<file path="config.mk">
export PLATFORM = sky130hd
export DESIGN_NAME = i2c_slave_regfile
export DESIGN_NICKNAME = d
export VERILOG_FILES = /design/src/rtl/i2c_pkg.sv /design/src/rtl/i2c_in_filter.sv /design/src/rtl/i2c_slave_regfile.sv
export SDC_FILE = /design/constraint.sdc
export NUM_CORES = 1
export LEC_CHECK = 0
export BUFFER_PORTS_ARGS = -buffer_cell sky130_fd_sc_hd__buf_4
export CORE_UTILIZATION = 40
export CTS_BUF_LIST = sky130_fd_sc_hd__clkbuf_8
export CTS_CLUSTER_DIAMETER = 50
export DETAILED_ROUTE_END_ITERATION = 7
export GPL_TIMING_DRIVEN = 0
export SLEW_MARGIN = 20
export SYNTH_ARGS = -nofsm -noshare
export SYNTH_HDL_FRONTEND = slang
export SYNTH_SLANG_ARGS = --single-unit
</file>
<file path="constraint.sdc">
create_clock -name clk -period 5 [get_ports clk]
set_clock_uncertainty 0.2 [all_clocks]
set_input_delay 0 -clock clk [delete_from_list [all_inputs] [get_ports clk]]
set_output_delay 0 -clock clk [all_outputs]
set_load 0.03 [all_outputs]
</file>
<file path="src/rtl/i2c_pkg.sv">
// Shared definitions for the oversampled I2C register slave.
// Holds the FSM state encoding, the SDA levels that mean ACK/NACK,
// the general-call address and the index wrap helper.
package i2c_pkg;

    localparam logic [2:0] ST_IDLE = 3'd0;
    localparam logic [2:0] ST_ADDR = 3'd1;
    localparam logic [2:0] ST_IDX  = 3'd2;
    localparam logic [2:0] ST_WR   = 3'd3;
    localparam logic [2:0] ST_RD   = 3'd4;
    localparam logic [2:0] ST_WAIT = 3'd5;

    // SDA line levels during an acknowledge slot
    localparam logic ACK_BIT  = 1'b0;
    localparam logic NACK_BIT = 1'b1;

    localparam logic [6:0] GEN_CALL_ADDR = 7'h00;

    // Register index increment that wraps from n-1 back to 0
    function automatic logic [7:0] wrap_inc(input logic [7:0] idx, input logic [8:0] n);
        logic [8:0] nxt;
        nxt = {1'b0, idx} + 9'd1;
        if (nxt >= n) begin
            wrap_inc = 8'd0;
        end else begin
            wrap_inc = nxt[7:0];
        end
    endfunction

endpackage

</file>
<file path="src/rtl/i2c_in_filter.sv">
// Synchroniser + glitch filter + edge detector for one I2C pad input.
// Ports:
//   clk     system clock
//   RST     synchronous active-high reset (filtered level resets to 1)
//   d_i     raw asynchronous pad input
//   level_o filtered level
//   rise_o  one-clk pulse when level_o goes 0->1 (aligned with level_o)
//   fall_o  one-clk pulse when level_o goes 1->0 (aligned with level_o)
module i2c_in_filter #(
    parameter int SYNC_STAGES = 2,
    parameter int FILT_LEN    = 3
) (
    input  logic clk,
    input  logic RST,
    input  logic d_i,
    output logic level_o,
    output logic rise_o,
    output logic fall_o
);

    localparam int CW = $clog2(FILT_LEN + 1);

    logic [SYNC_STAGES-1:0] sync_q;
    logic [CW-1:0]          cnt_q;
    logic                   filt_q;
    logic                   rise_q;
    logic                   fall_q;
    logic                   sync_s;

    assign sync_s = sync_q[SYNC_STAGES-1];

    // Synchroniser chain, run-length filter and edge pulses
    always_ff @(posedge clk) begin
        if (RST) begin
            sync_q <= '1;
            cnt_q  <= '0;
            filt_q <= 1'b1;
            rise_q <= 1'b0;
            fall_q <= 1'b0;
        end else begin
            sync_q <= {sync_q[SYNC_STAGES-2:0], d_i};
            rise_q <= 1'b0;
            fall_q <= 1'b0;
            // cnt_q counts consecutive samples that disagree with the output;
            // the FILT_LEN-th such sample flips the output.
            if (sync_s != filt_q) begin
                if (cnt_q == CW'(FILT_LEN - 1)) begin
                    filt_q <= ~filt_q;
                    cnt_q  <= '0;
                    rise_q <= ~filt_q;
                    fall_q <= filt_q;
                end else begin
                    cnt_q <= cnt_q + 1'b1;
                end
            end else begin
                cnt_q <= '0;
            end
        end
    end

    assign level_o = filt_q;
    assign rise_o  = rise_q;
    assign fall_o  = fall_q;

endmodule

</file>
<file path="src/rtl/i2c_slave_regfile.sv">
// Fully synchronous I2C slave serving NUM_REGS x 8-bit registers.
// Protocol: [START][DEV_ADDR+W][index][data...] writes with auto-increment;
// [START][DEV_ADDR+W][index][RESTART][DEV_ADDR+R][data...] reads.
// Optional build macro: I2C_SLAVE_GEN_CALL_EN (general call 8'h00 writes
// from register 0; without it 8'h00 is an ordinary address mismatch).
// Ports:
//   clk, RST   system clock, synchronous active-high reset
//   scl_i      raw SCL pad input
//   sda_i      raw SDA pad input (wired line)
//   sda_oe     1 = pull SDA low
//   regs_o     flat register file, reg k at [8k+7:8k]
//   wr_pulse   one-clk pulse per register write, wr_idx = written index
//   busy       transfer addressed to this slave in progress
module i2c_slave_regfile #(
    parameter logic [6:0] DEV_ADDR    = 7'h55,
    parameter int         NUM_REGS    = 4,
    parameter int         SYNC_STAGES = 2,
    parameter int         FILT_LEN    = 3
) (
    input  logic                  clk,
    input  logic                  RST,
    input  logic                  scl_i,
    input  logic                  sda_i,
    output logic                  sda_oe,
    output logic [NUM_REGS*8-1:0] regs_o,
    output logic                  wr_pulse,
    output logic [7:0]            wr_idx,
    output logic                  busy
);

    import i2c_pkg::*;

`ifdef I2C_SLAVE_GEN_CALL_EN
    localparam logic GC_EN = 1'b1;
`else
    localparam logic GC_EN = 1'b0;
`endif

    localparam logic [8:0] NREGS_W = 9'(NUM_REGS);

    logic scl_s, scl_rise_s, scl_fall_s;
    logic sda_s, sda_rise_s, sda_fall_s;
    logic start_s, stop_s;

    logic [2:0]            state_q, state_d, pend_q, pend_d;
    logic [3:0]            bit_cnt_q, bit_cnt_d;
    logic                  got_bit_q, got_bit_d;
    logic [7:0]            shift_q, shift_d;
    logic [7:0]            index_q, index_d;
    logic                  mack_q, mack_d;
    logic                  addr_ack_q, addr_ack_d;
    logic                  sda_oe_q, sda_oe_d;
    logic [NUM_REGS*8-1:0] regs_q, regs_d;
    logic                  wr_pulse_q, wr_pulse_d;
    logic [7:0]            wr_idx_q, wr_idx_d;
    logic                  busy_q, busy_d;
    logic [7:0]            nxt_idx_s, rd_byte_s, rd_next_s;

    i2c_in_filter #(.SYNC_STAGES(SYNC_STAGES), .FILT_LEN(FILT_LEN)) u_scl_filt (
        .clk(clk), .RST(RST), .d_i(scl_i),
        .level_o(scl_s), .rise_o(scl_rise_s), .fall_o(scl_fall_s)
    );

    i2c_in_filter #(.SYNC_STAGES(SYNC_STAGES), .FILT_LEN(FILT_LEN)) u_sda_filt (
        .clk(clk), .RST(RST), .d_i(sda_i),
        .level_o(sda_s), .rise_o(sda_rise_s), .fall_o(sda_fall_s)
    );

    assign start_s   = sda_fall_s & scl_s;
    assign stop_s    = sda_rise_s & scl_s;
    assign nxt_idx_s = wrap_inc(index_q, NREGS_W);

    // Read muxes: current register and the one after it (for burst reload)
    always_comb begin
        rd_byte_s = 8'h00;
        rd_next_s = 8'h00;
        for (int k = 0; k < NUM_REGS; k++) begin
            rd_byte_s = (index_q   == 8'(k)) ? regs_q[k*8 +: 8] : rd_byte_s;
            rd_next_s = (nxt_idx_s == 8'(k)) ? regs_q[k*8 +: 8] : rd_next_s;
        end
    end

    // Protocol FSM next-state logic
    always_comb begin
        state_d    = state_q;
        pend_d     = pend_q;
        bit_cnt_d  = bit_cnt_q;
        got_bit_d  = got_bit_q;
        shift_d    = shift_q;
        index_d    = index_q;
        mack_d     = mack_q;
        addr_ack_d = addr_ack_q;
        sda_oe_d   = sda_oe_q;
        wr_pulse_d = 1'b0;
        wr_idx_d   = wr_idx_q;

        if (stop_s) begin
            state_d    = ST_IDLE;
            sda_oe_d   = 1'b0;
            index_d    = 8'd0;
            bit_cnt_d  = 4'd0;
            got_bit_d  = 1'b0;
            addr_ack_d = 1'b0;
        end else if (start_s) begin
            // index is kept so a write of the index can be followed by a read
            state_d    = ST_ADDR;
            sda_oe_d   = 1'b0;
            bit_cnt_d  = 4'd0;
            got_bit_d  = 1'b0;
            addr_ack_d = 1'b0;
        end else if ((state_q == ST_IDLE) || (state_q == ST_WAIT)) begin
            sda_oe_d = 1'b0;
        end else if (scl_rise_s) begin
            got_bit_d = 1'b1;
            if (bit_cnt_q == 4'd8) begin
                mack_d = sda_s;
            end else if (state_q != ST_RD) begin
                shift_d = {shift_q[6:0], sda_s};
            end else begin
                shift_d = shift_q;
            end
        end else if (scl_fall_s && got_bit_q) begin
            // got_bit_q suppresses the SCL fall that directly follows START
            got_bit_d = 1'b0;
            if (bit_cnt_q == 4'd8) begin
                bit_cnt_d  = 4'd0;
                addr_ack_d = 1'b0;
                if (state_q == ST_RD) begin
                    if (mack_q == NACK_BIT) begin
                        state_d  = ST_WAIT;
                        sda_oe_d = 1'b0;
                    end else begin
                        index_d  = nxt_idx_s;
                        shift_d  = rd_next_s;
                        sda_oe_d = ~rd_next_s[7];
                    end
                end else begin
                    state_d = pend_q;
                    if (pend_q == ST_RD) begin
                        shift_d  = rd_byte_s;
                        sda_oe_d = ~rd_byte_s[7];
                    end else begin
                        sda_oe_d = 1'b0;
                    end
                end
            end else begin
                bit_cnt_d = bit_cnt_q + 4'd1;
                if (bit_cnt_q == 4'd7) begin
                    // byte complete: decide the acknowledge slot
                    case (state_q)
                        ST_ADDR: begin
                            if (shift_q[7:1] == DEV_ADDR) begin
                                sda_oe_d   = ~ACK_BIT;
                                addr_ack_d = 1'b1;
                                pend_d     = shift_q[0] ? ST_RD : ST_IDX;
                            end else if (GC_EN && (shift_q == {GEN_CALL_ADDR, 1'b0})) begin
                                sda_oe_d   = ~ACK_BIT;
                                addr_ack_d = 1'b1;
                                index_d    = 8'd0;
                                pend_d     = ST_WR;
                            end else begin
                                sda_oe_d = 1'b0;
                                pend_d   = ST_WAIT;
                            end
                        end
                        ST_IDX: begin
                            if ({1'b0, shift_q} < NREGS_W) begin
                                index_d  = shift_q;
                                sda_oe_d = ~ACK_BIT;
                                pend_d   = ST_WR;
                            end else begin
                                sda_oe_d = 1'b0;
                                pend_d   = ST_WAIT;
                            end
                        end
                        ST_WR: begin
                            wr_pulse_d = 1'b1;
                            wr_idx_d   = index_q;
                            index_d    = nxt_idx_s;
                            sda_oe_d   = ~ACK_BIT;
                            pend_d     = ST_WR;
                        end
                        ST_RD: begin
                            // let the master drive its ACK/NACK
                            sda_oe_d = 1'b0;
                        end
                        default: begin
                            sda_oe_d = 1'b0;
                        end
                    endcase
                end else if (state_q == ST_RD) begin
                    shift_d  = {shift_q[6:0], 1'b0};
                    sda_oe_d = ~shift_q[6];
                end else begin
                    shift_d = shift_q;
                end
            end
        end else begin
            got_bit_d = got_bit_q;
        end

        for (int k = 0; k < NUM_REGS; k++) begin
            if (wr_pulse_d && (index_q == 8'(k))) begin
                regs_d[k*8 +: 8] = shift_q;
            end else begin
                regs_d[k*8 +: 8] = regs_q[k*8 +: 8];
            end
        end

        busy_d = (state_d == ST_IDX) || (state_d == ST_WR) || (state_d == ST_RD) ||
                 ((state_d == ST_ADDR) && addr_ack_d);
    end

    // State and output registers
    always_ff @(posedge clk) begin
        if (RST) begin
            state_q    <= ST_IDLE;
            pend_q     <= ST_IDLE;
            bit_cnt_q  <= 4'd0;
            got_bit_q  <= 1'b0;
            shift_q    <= 8'h00;
            index_q    <= 8'd0;
            mack_q     <= NACK_BIT;
            addr_ack_q <= 1'b0;
            sda_oe_q   <= 1'b0;
            regs_q     <= '0;
            wr_pulse_q <= 1'b0;
            wr_idx_q   <= 8'd0;
            busy_q     <= 1'b0;
        end else begin
            state_q    <= state_d;
            pend_q     <= pend_d;
            bit_cnt_q  <= bit_cnt_d;
            got_bit_q  <= got_bit_d;
            shift_q    <= shift_d;
            index_q    <= index_d;
            mack_q     <= mack_d;
            addr_ack_q <= addr_ack_d;
            sda_oe_q   <= sda_oe_d;
            regs_q     <= regs_d;
            wr_pulse_q <= wr_pulse_d;
            wr_idx_q   <= wr_idx_d;
            busy_q     <= busy_d;
        end
    end

    assign sda_oe   = sda_oe_q;
    assign regs_o   = regs_q;
    assign wr_pulse = wr_pulse_q;
    assign wr_idx   = wr_idx_q;
    assign busy     = busy_q;

endmodule

</file>
# Word-level counts from Yosys, hierarchy flattened
# Cells that the tools add are included.
[op_classes]
reduce_logical = 36
eq_ne = 32
muxes = 66
bitwise = 16
order_cmp = 2
add_sub_neg = 4
[ops]
columns = ["op", "n"]
rows = [
  ["8-bit 2-to-1 mux", 24],
  ["3-bit 2-to-1 mux", 11],
  ["8-bit by 2-bit equality test with 1-bit output, second input constant", 4],
  ["1-bit 2-to-1 mux", 27],
  ["8-bit by 1-bit equality test with 1-bit output, second input constant", 2],
  ["8-bit logical NOT", 2],
  ["8-bit one-hot mux with 2 select lines", 1],
  ["8-bit AND reduction", 2],
  ["3-bit OR reduction", 5],
  ["1-bit inverter", 14],
  ["3-bit by 2-bit equality test with 1-bit output, second input constant", 4],
  ["3-bit equality test, second input constant", 4],
  ["3-bit nonzero test", 4],
  ["10-bit AND reduction", 1],
  ["8-bit by 1-bit adder with 9-bit output, second input constant", 1],
  ["9-bit by 3-bit greater-or-equal comparator with 1-bit output, second input constant", 1],
  ["3-bit one-hot mux with 3 select lines", 1],
  ["9-bit AND reduction", 1],
  ["8-bit by 3-bit < comparator with 1-bit output, second input constant", 1],
  ["7-bit equality test, second input constant", 1],
  ["3-bit by 1-bit equality test with 1-bit output, second input constant", 2],
  ["1-bit logical AND", 6],
  ["2-bit inequality test, second input constant", 3],
  ["3-bit inequality test, second input constant", 2],
  ["21 further kinds", 32],
]
[word_totals]
ff_bits = 86
input_bits = 4
out_inout_bits = 43

# Logic depth before layout (Yosys ltp)
# Gate-level depths: netlist of the first run.
[depth]
word_depth = 13
ltp_mapped = 10

# By module
# Synthesis of the first run repeated with hierarchy kept, for this count alone.
[unflattened]
hier_cells = 530
hier_area_um2 = 4609.4
[modules_own_cells]
columns = ["mod", "cells_each", "n_inst", "seq_area_each_um2", "area_per_inst_um2"]
rows = [
  ["i2c_slave_regfile", 494, 1, 1441.4, 4146.5],
  ["i2c_in_filter", 18, 2, 140.1, 231.5],
]

# Worst setup path before layout of the first run
# No wires, ideal clock.
[synth_timing]
path_type = "register to register"
startpoint = "register index_q[0]"
endpoint = "register shift_q[5]"
setup_time_ns = 0.091
setup_slack_ns = 2.288
path_stages_with_launch = 11
n_path_buf = 2
arrival_time_ns = 2.421
required_time_ns = 4.709
period_less_slack_ns = 2.712
cell_sequence = "dfxtp_1 clkbuf_1 inv_1 ha_1 nor2b_1 nand2_1 nor2_1 clkbuf_1 a311o_1 o21ai_1 a311oi_1"
[synth_between]
elab_chain_cells = 13
elab_cells_between_ends = 25
classes_between = "add/sub: 1; order compare: 1; eq/ne: 6; mux: 15; reduce/logical: 2"
[synth_rtl]
columns = ["item", "line", "text"]
rows = [
  ["from (decl)", "i2c_slave_regfile.sv:49", "logic [7:0] index_q, index_d;"],
  ["from (signal assigned)", "i2c_slave_regfile.sv:236", "index_q <= index_d;"],
  ["8-bit by 1-bit adder with 9-bit output", "i2c_pkg.sv:22", "nxt = {1'b0, idx} + 9'd1;"],
  ["9-bit by 3-bit greater-or-equal comparator with 1-bit output", "i2c_pkg.sv:23", "if (nxt >= n) begin"],
  ["8-bit 2-to-1 mux", "i2c_pkg.sv:23", ""],
  ["8-bit logical NOT", "i2c_slave_regfile.sv:79", "rd_next_s = (nxt_idx_s == 8'(k)) ? regs_q[k*8 +: 8] : rd_next_s;"],
  ["8-bit 2-to-1 mux (4 in a row)", "i2c_slave_regfile.sv:79", ""],
  ["8-bit 2-to-1 mux", "i2c_slave_regfile.sv:129", "if (mack_q == NACK_BIT) begin"],
  ["8-bit 2-to-1 mux (*)", "i2c_slave_regfile.sv:128", "if (state_q == ST_RD) begin"],
  ["8-bit 2-to-1 mux (*)", "i2c_slave_regfile.sv:125", "if (bit_cnt_q == 4'd8) begin"],
  ["8-bit 2-to-1 mux (*)", "i2c_slave_regfile.sv:122", "end else if (scl_fall_s && got_bit_q) begin"],
  ["8-bit 2-to-1 mux (*)", "i2c_slave_regfile.sv:113", "end else if (scl_rise_s) begin"],
  ["to (signal assigned)", "i2c_slave_regfile.sv:235", "shift_q <= shift_d;"],
  ["to (decl)", "i2c_slave_regfile.sv:48", "logic [7:0] shift_q, shift_d;"],
]
# Mark *: on every way between the ends. The rest lies on a longest branch, timed or not. The select of a mux whose other input is x is not followed.
# A chain may end at the register's enable or synchronous reset.

# Final worst setup path of the first run
[layout_timing]
startpoint = "register index_q[0]"
endpoint = "register shift_q[2]"
# The elaborated chain is that of the path after synthesis.

==> flow_metrics.tcl, run 1 <==
set metrics [dict create \
    status "finished, final reports clean" \
    synthCells 526 \
    vias_per_cell 5.56 \
    p_clk_share_pct 42.9 \
    fmax_mhz 278 \
    worstSetupPathType "flip-flop to flip-flop" \
    place_congestion 0.904 \
    synth.ff_latch_count 86 \
    grt_pass1_vias 3765 \
    grt-ovfl-total 0 \
    fillers 1023 \
    grt_setup_unrepaired "false" \
    leakage_nw 2.06 \
    syn_area_sq_um 4350 \
    synthArstFlopShare_pct 0 \
    placed_cells 708 \
    max-vdd-ir-drop_v 0.000154 \
    yosys.area.top_type "dfxtp_1" \
    start_util_pct 41.7 \
    syn_to_final_growth_pct 17.5 \
    num_io_pins 47 \
    setup_viol 0 \
    post_dp_cell_area_sq_um 4860 \
    seqPwrFrac_pct 55.3 \
    postCtsSetupRepairBufs 0 \
    drive_above_1_share_pct 14.7 \
    avgSynthCellArea_sq_um 8.26 \
    post-route-min-period_ns 3.59 \
    yosys-top-cells-area "dfxtp_1 (40%), mux2i_1 (9.2%), nor2_1 (6.3%)" \
    ctsResizeCount 0 \
    track_usage_pct 23.5 \
    slew_headroom_pct 47.1 \
    fp.dieW_um 106 \
    final-instance-count-excl-fill 727 \
    syn-num-nets 538 \
    p_int_mw 0.956 \
    routed_wl_mm 12.9 \
    worstPathRequired_ns 5.03 \
    swShare_pct 23.1 \
    comb_power_share_pct 1.9 \
    clk_latency_ns 0.37 \
    synth_cell_types 59 \
    first_iter_violations 332 \
    synth_top_family_by_area "simple AND/OR/NAND/NOR gates" \
    dieHeight_um 106 \
    start_kind "flip-flop" \
    ys_warn_count 0 \
    final-max-slew-violation-count 0 \
    synth-main-ff-cell "dfxtp_1" \
    cp-end-kind "flip-flop" \
    synth_edf_count 0 \
    synth-xor-area-share_pct 1.41 \
    row_count 37 \
    max-cap-violations 0 \
    synth_top_cells_by_count "dfxtp_1 (86), nor2_1 (73), nand2_1 (58)" \
    core-area_sq_um 10400 \
    critPathMaxFanout 10 \
    route.detailed.drc 0 \
    synth.top_cell.area_share_pct 39.6 \
    design_area_sq_um 5110 \
    fin_setup_tns_ns 0 \
    worst_pin_slew_ns 0.774 \
    seq_area_frac_synth_pct 39.6 \
    clk_path_buf_depth 2 \
    grt_max_degree 16 \
    cts_root_buf "clkbuf_8" \
    dieArea_sq_um 11300 \
    htree_levels 3 \
    synthMuxAreaShare_pct 9.47 \
    grt_pass1_wl_mm 20.2 \
    p_switching_mw 0.287 \
    numCtsBuffers 9 \
    drt_first_pass_iters 5 \
    cts_sinks 86 \
    synthSimpleGateAreaFrac_pct 27.5 \
    hold_viol 0 \
    cts_tree "yes" \
    yosysMostFrequentCell "dfxtp_1" \
    diodes 0 \
    cp.arrival_ns 3.62 \
    hold_path.class "primary input to flip-flop" \
    vias 4042 \
    antenna_left 0 \
    power.density_nw_per_um2 243 \
    synth_compound_area_share_pct 15.2 \
    period_share_pct 71.9 \
    final_nets 598 \
    post-dp-hpwl_mm 9.40 \
    portBuffers 46 \
    synthAdderAreaFrac_pct 2.30 \
    antenna_found_initial 0 \
    clk_pin_slew_ns 0.10 \
    wire_per_inst_um 17.8 \
]
## power by group through the flow
stage               Sequential (mW)  Combinational (mW)  Clock [mW]
floorplan                     0.703              0.0121           0
global placement              0.703              0.0208           0
detailed placement            0.703              0.0211           0
CTS                           0.687              0.0231       0.541
global route                  0.688              0.0251       0.567
finish                        0.687              0.0231       0.533
## registers in the layout, indices dropped and copies added (netlist names), 2 cells and up
register           cells
bit_cnt_q              4
index_q                8
pend_q                 3
regs_o                32
shift_q                8
state_q                3
u_scl_filt.cnt_q       2
u_scl_filt.sync_q      2
u_sda_filt.cnt_q       2
u_sda_filt.sync_q      2
wr_idx                 8
## path summary, 6_finish.rpt
check	from	to	slack, ns	depth (start not counted)
max	index_q[0]	shift_q[2]	1.41	10
min	scl_i	u_scl_filt.sync_q[0]	0.17	3
max reg2reg	index_q[0]	shift_q[2]	1.41	10
min reg2reg	u_scl_filt.cnt_q[0]	u_scl_filt.cnt_q[0]	0.22	1
## cell type report
type | instances | area [sq um] | area share, %
sequential | 86 | 1720 | 33.7
multi-input combinational | 394 | 2430 | 47.6
tap | 136 | 170 | 3.33
timing repair buffer | 49 | 375 | 7.35
clock buffer | 11 | 151 | 2.96
clock inverter | 5 | 65.1 | 1.27
inverter | 8 | 30.0 | 0.588
buffer | 38 | 165 | 3.23
## critical path, stage by stage (launching register included)
cell      delay [ns]
dfxtp_1         0.53
clkbuf_1        0.47
inv_1           0.13
ha_1            0.45
nor2b_1         0.20
nand2_1         0.12
nor2_1          0.33
clkbuf_1        0.45
a21oi_1         0.12
o21ai_0         0.30
a311oi_1        0.15
## cells by family after synthesis
family	count (synthesis)
xor+xnor	7
mux	41
compound gates	102
flops	86
buf+inv	46
fa+ha+maj	8
simple gates	236
## metrics by stage
stage	utilization [%]	total power, mW	worst slack (ns)	hold slack, ns
after CTS	49.0	1.25	1.47	0.142
after floorplan	-	0.715	2.29	-0.0962
final	49.0	1.24	1.41	0.170
after global routing	49.0	1.28	1.18	0.169
after detailed placement	46.7	0.725	1.47	-0.0115
after global placement	46.7	0.724	1.45	-0.0145
## metal layers
layer | GRT usage [%] | wire [um] | vias to the layer above
met5 | 0 | 0 | -
met4 | 7.34 | 193 | 0
met3 | 3.99 | 938 | 16
met2 | 35.6 | 5650 | 142
met1 | 33.8 | 6160 | 1902
li1 | - | - | 1982
## cell usage in the layout, fill, tap and decap left out, types with 11 or more instances in the layout
cell type	n
nand3_1	21
o21ai_0	24
buf_4	50
clkbuf_8	11
dfxtp_1	86
nand2_1	58
clkbuf_1	26
nor2_1	73
nor3_1	11
nand3b_1	12
a21oi_1	32
mux2i_1	40
## what timing repair did
item	4_1_cts	5_1_grt
endpoints found under the setup margin	0	0
endpoints found under the hold margin	20	0
hold buffers	3	0
(Power assumes the default switching activity.)
==> run 2, diff against run 1 <==
- ABC_AREA: default -> 1
- clock period: 5 -> 3.35 ns (I/O delays scaled with it)
==> run 2 against run 1 <==
  * Flip-flop and latch count stayed put
  * Routed wire length is 6.9% lower
  * Final cell count is 10% higher
  * Clock power is 43% higher
  * Synthesized cell count is 14% higher
  * Non-clock buffer count is 19 lower
  * First-iteration DRC count is 26% lower
  * Count of clock-buffer cells in the layout is 1 lower
  * Critical path type unchanged
  * Largest cell class unchanged
  * Largest power group unchanged
==> flow_metrics.tcl, run 2 <==
set metrics [dict create \
    grt-ovfl-total 0 \
    fp.dieW_um 106 \
    cp_cell_sequence "inv_1 -> clkbuf_1 -> ha_1 -> inv_1 -> nor2_1 -> nand2_2 -> o21ai_1 -> inv_1 -> nand2_1 -> nand2_1 -> nand2_1 -> a21oi_1" \
    dr_wl_met2_mm 5.46 \
    cp.arrival_ns 2.96 \
    reg2reg_to "shift_q[6]" \
    period_share_pct 88.1 \
    r2r.worst_path.cells 12 \
    yosys.area.top_type "dfxtp_1" \
    final_cell_mix "nand2_1 (107), a21oi_1 (98), dfxtp_1 (86)" \
    seq_area_frac_synth_pct 39.6 \
    grt_setup_unrepaired "false" \
    clk_pin_slew_ns 0.09 \
    vias_per_cell 5.40 \
    core-area_sq_um 10400 \
    synth_top_cells_by_count "nand2_1 (107), a21oi_1 (98), dfxtp_1 (86)" \
    diodes 0 \
    grt_pass1_vias 3962 \
    worstPathRequired_ns 3.36 \
    ys_warn_count 0 \
    row_count 37 \
    post-route-min-period_ns 2.95 \
    power.density_nw_per_um2 358 \
    leakage_nw 2.21 \
    syn-num-nets 612 \
    cp_num_buf_inv 4 \
    final_nets 672 \
    clk_path_buf_depth 2 \
    wl_met3_um 681 \
    cp_slowest_cell "nor2_1" \
    fin_util_pct 48.9 \
    dieHeight_um 106 \
    largest_register_ffs 32 \
    hold_path.class "primary input to flip-flop" \
    grt_max_degree 16 \
    num_io_pins 47 \
    routed_wl_mm 12.1 \
    wire_per_inst_um 15.1 \
    max-vdd-ir-drop_v 0.000262 \
    drive_above_1_share_pct 18.2 \
    place_congestion 0.929 \
    cts-hold-fix-buffers 3 \
    setup_viol 0 \
    max-cap-violations 0 \
    hold_viol 0 \
    synthArstFlopShare_pct 0 \
    cts_root_buf "clkbuf_8" \
    cts_tree "yes" \
    portBuffers 46 \
    pre_cts_ws_ns 0.503 \
    cts_sinks 86 \
    totalPowerFinal_mw 1.82 \
    antenna_left 0 \
    synth_edf_count 0 \
    track_usage_pct 21.9 \
    clk_latency_ns 0.36 \
    cp-end-kind "flip-flop" \
    synthCells 600 \
    critical_path.top_delay_family "simple AND/OR/NAND/NOR gates" \
    drt_first_pass_iters 5 \
    final_common_cell "nand2_1" \
    yosys-top-cells-area "dfxtp_1 (40%), a21oi_1 (11%), nand2_1 (9.2%)" \
    finalWorstSetupSlack_ns 0.400 \
    grt_pass1_wl_mm 19.4 \
    min_to "u_scl_filt.sync_q[0]" \
    status "finished, final reports clean" \
    dieArea_sq_um 11300 \
    start_util_pct 41.7 \
    antenna_found_initial 0 \
    reg2reg_slack_ns 0.40 \
    synth.top_cell.area_share_pct 39.6 \
    top_layer "met4" \
    r2r_start "index_q[0]" \
    ctsResizeCount 0 \
    worstSetupPathType "flip-flop to flip-flop" \
    final-max-slew-violation-count 0 \
    fin_setup_tns_ns 0 \
    max_stage_delay_ns 0.53 \
    fmax_mhz 339 \
    syn_to_final_growth_pct 17.3 \
    numCtsBuffers 9 \
    vias 4329 \
    start_kind "flip-flop" \
    route.detailed.drc 0 \
    worst_pin_slew_ns 0.649 \
    min_path_cells 3 \
    synth.ff_latch_count 86 \
    slew_headroom_pct 56.6 \
    fillers 1055 \
    critPathMaxFanout 11 \
    syn_area_sq_um 4340 \
    hold_ws_ns 0.173 \
    synth_cell_types 36 \
    hp-start "scl_i" \
    wl_met1_mm 5.61 \
    post-dp-hpwl_mm 9.24 \
    synth-main-ff-cell "dfxtp_1" \
    postCtsSetupRepairBufs 0 \
    htree_levels 3 \
    avgSynthCellArea_sq_um 7.24 \
    yosysMostFrequentCell "nand2_1" \
    first_iter_violations 247 \
]
-- run 2: cell count changes in the layout (fill, tap and decap cells not counted), moves of 21 or more --
cell,previous run,this run
inv_1,8,58
mux2i_1,40,0
nand3_1,21,42
nor2_1,73,39
a21oi_1,32,98
nand2_1,58,107
-- run 2: area by class of cell --
type	count	area (sq um)	share of cell area [%]
Buffer	19	97.6	1.92
Clock buffer	10	138	2.70
Clock inverter	6	70.1	1.37
Inverter	70	263	5.16
Multi-Input combinational cell	425	2260	44.4
Sequential cell	86	1720	33.8
Tap cell	136	170	3.34
Timing Repair Buffer	49	375	7.37
-- run 2: layer usage --
layer,track usage [%],vias up
met5,0,-
met4,8.33,0
met3,4.05,31
met2,34.1,153
met1,30.0,2005
li1,-,2140
-- run 2: worst register-to-register path: cells and delay by family, from the launching register on --
family	cells	cell delay, ns
compound gates	2	0.23
fa+ha+maj	1	0.40
buf+inv	4	0.58
flops	1	0.49
simple gates	5	0.94
-- run 2: per-stage QoR --
stage,area (sq um),std cells
floorplan,4340,600
global route,5100,801
detailed placement,4860,782
CTS,5100,801
global placement,4860,782
finish,5100,801
-- run 2: cells by family (layout without fill, tap and decap cells) --
kind of cell             after synthesis  after routing  share of synthesized area (%)
adder cells (fa/ha/maj)                8              8                           2.30
AND/OR/NAND/NOR                      243            243                           28.5
buffers and inverters                 89            154                           8.30
AO/OA/AOI/OAI                        174            174                           21.2
flip-flops                            86             86                           39.6
-- run 2: worst max-delay path by stage --
stage | from | to | depth (start not counted)
3_5_place_dp | index_q[0] | shift_q[1] | 12
5_1_grt | index_q[0] | shift_q[5] | 12
6_report | index_q[0] | shift_q[6] | 12
2_1_floorplan | index_q[0] | shift_q[6] | 12
3_3_place_gp | index_q[0] | shift_q[1] | 12
4_1_cts | index_q[0] | shift_q[4] | 12
-- run 2: report_power, final --
group / internal (mW) / switching (mW) / total, mW
Combinational: 0.0110 / 0.0226 / 0.0336
Sequential: 1.02 / 0.00175 / 1.03
Clock: 0.372 / 0.392 / 0.764
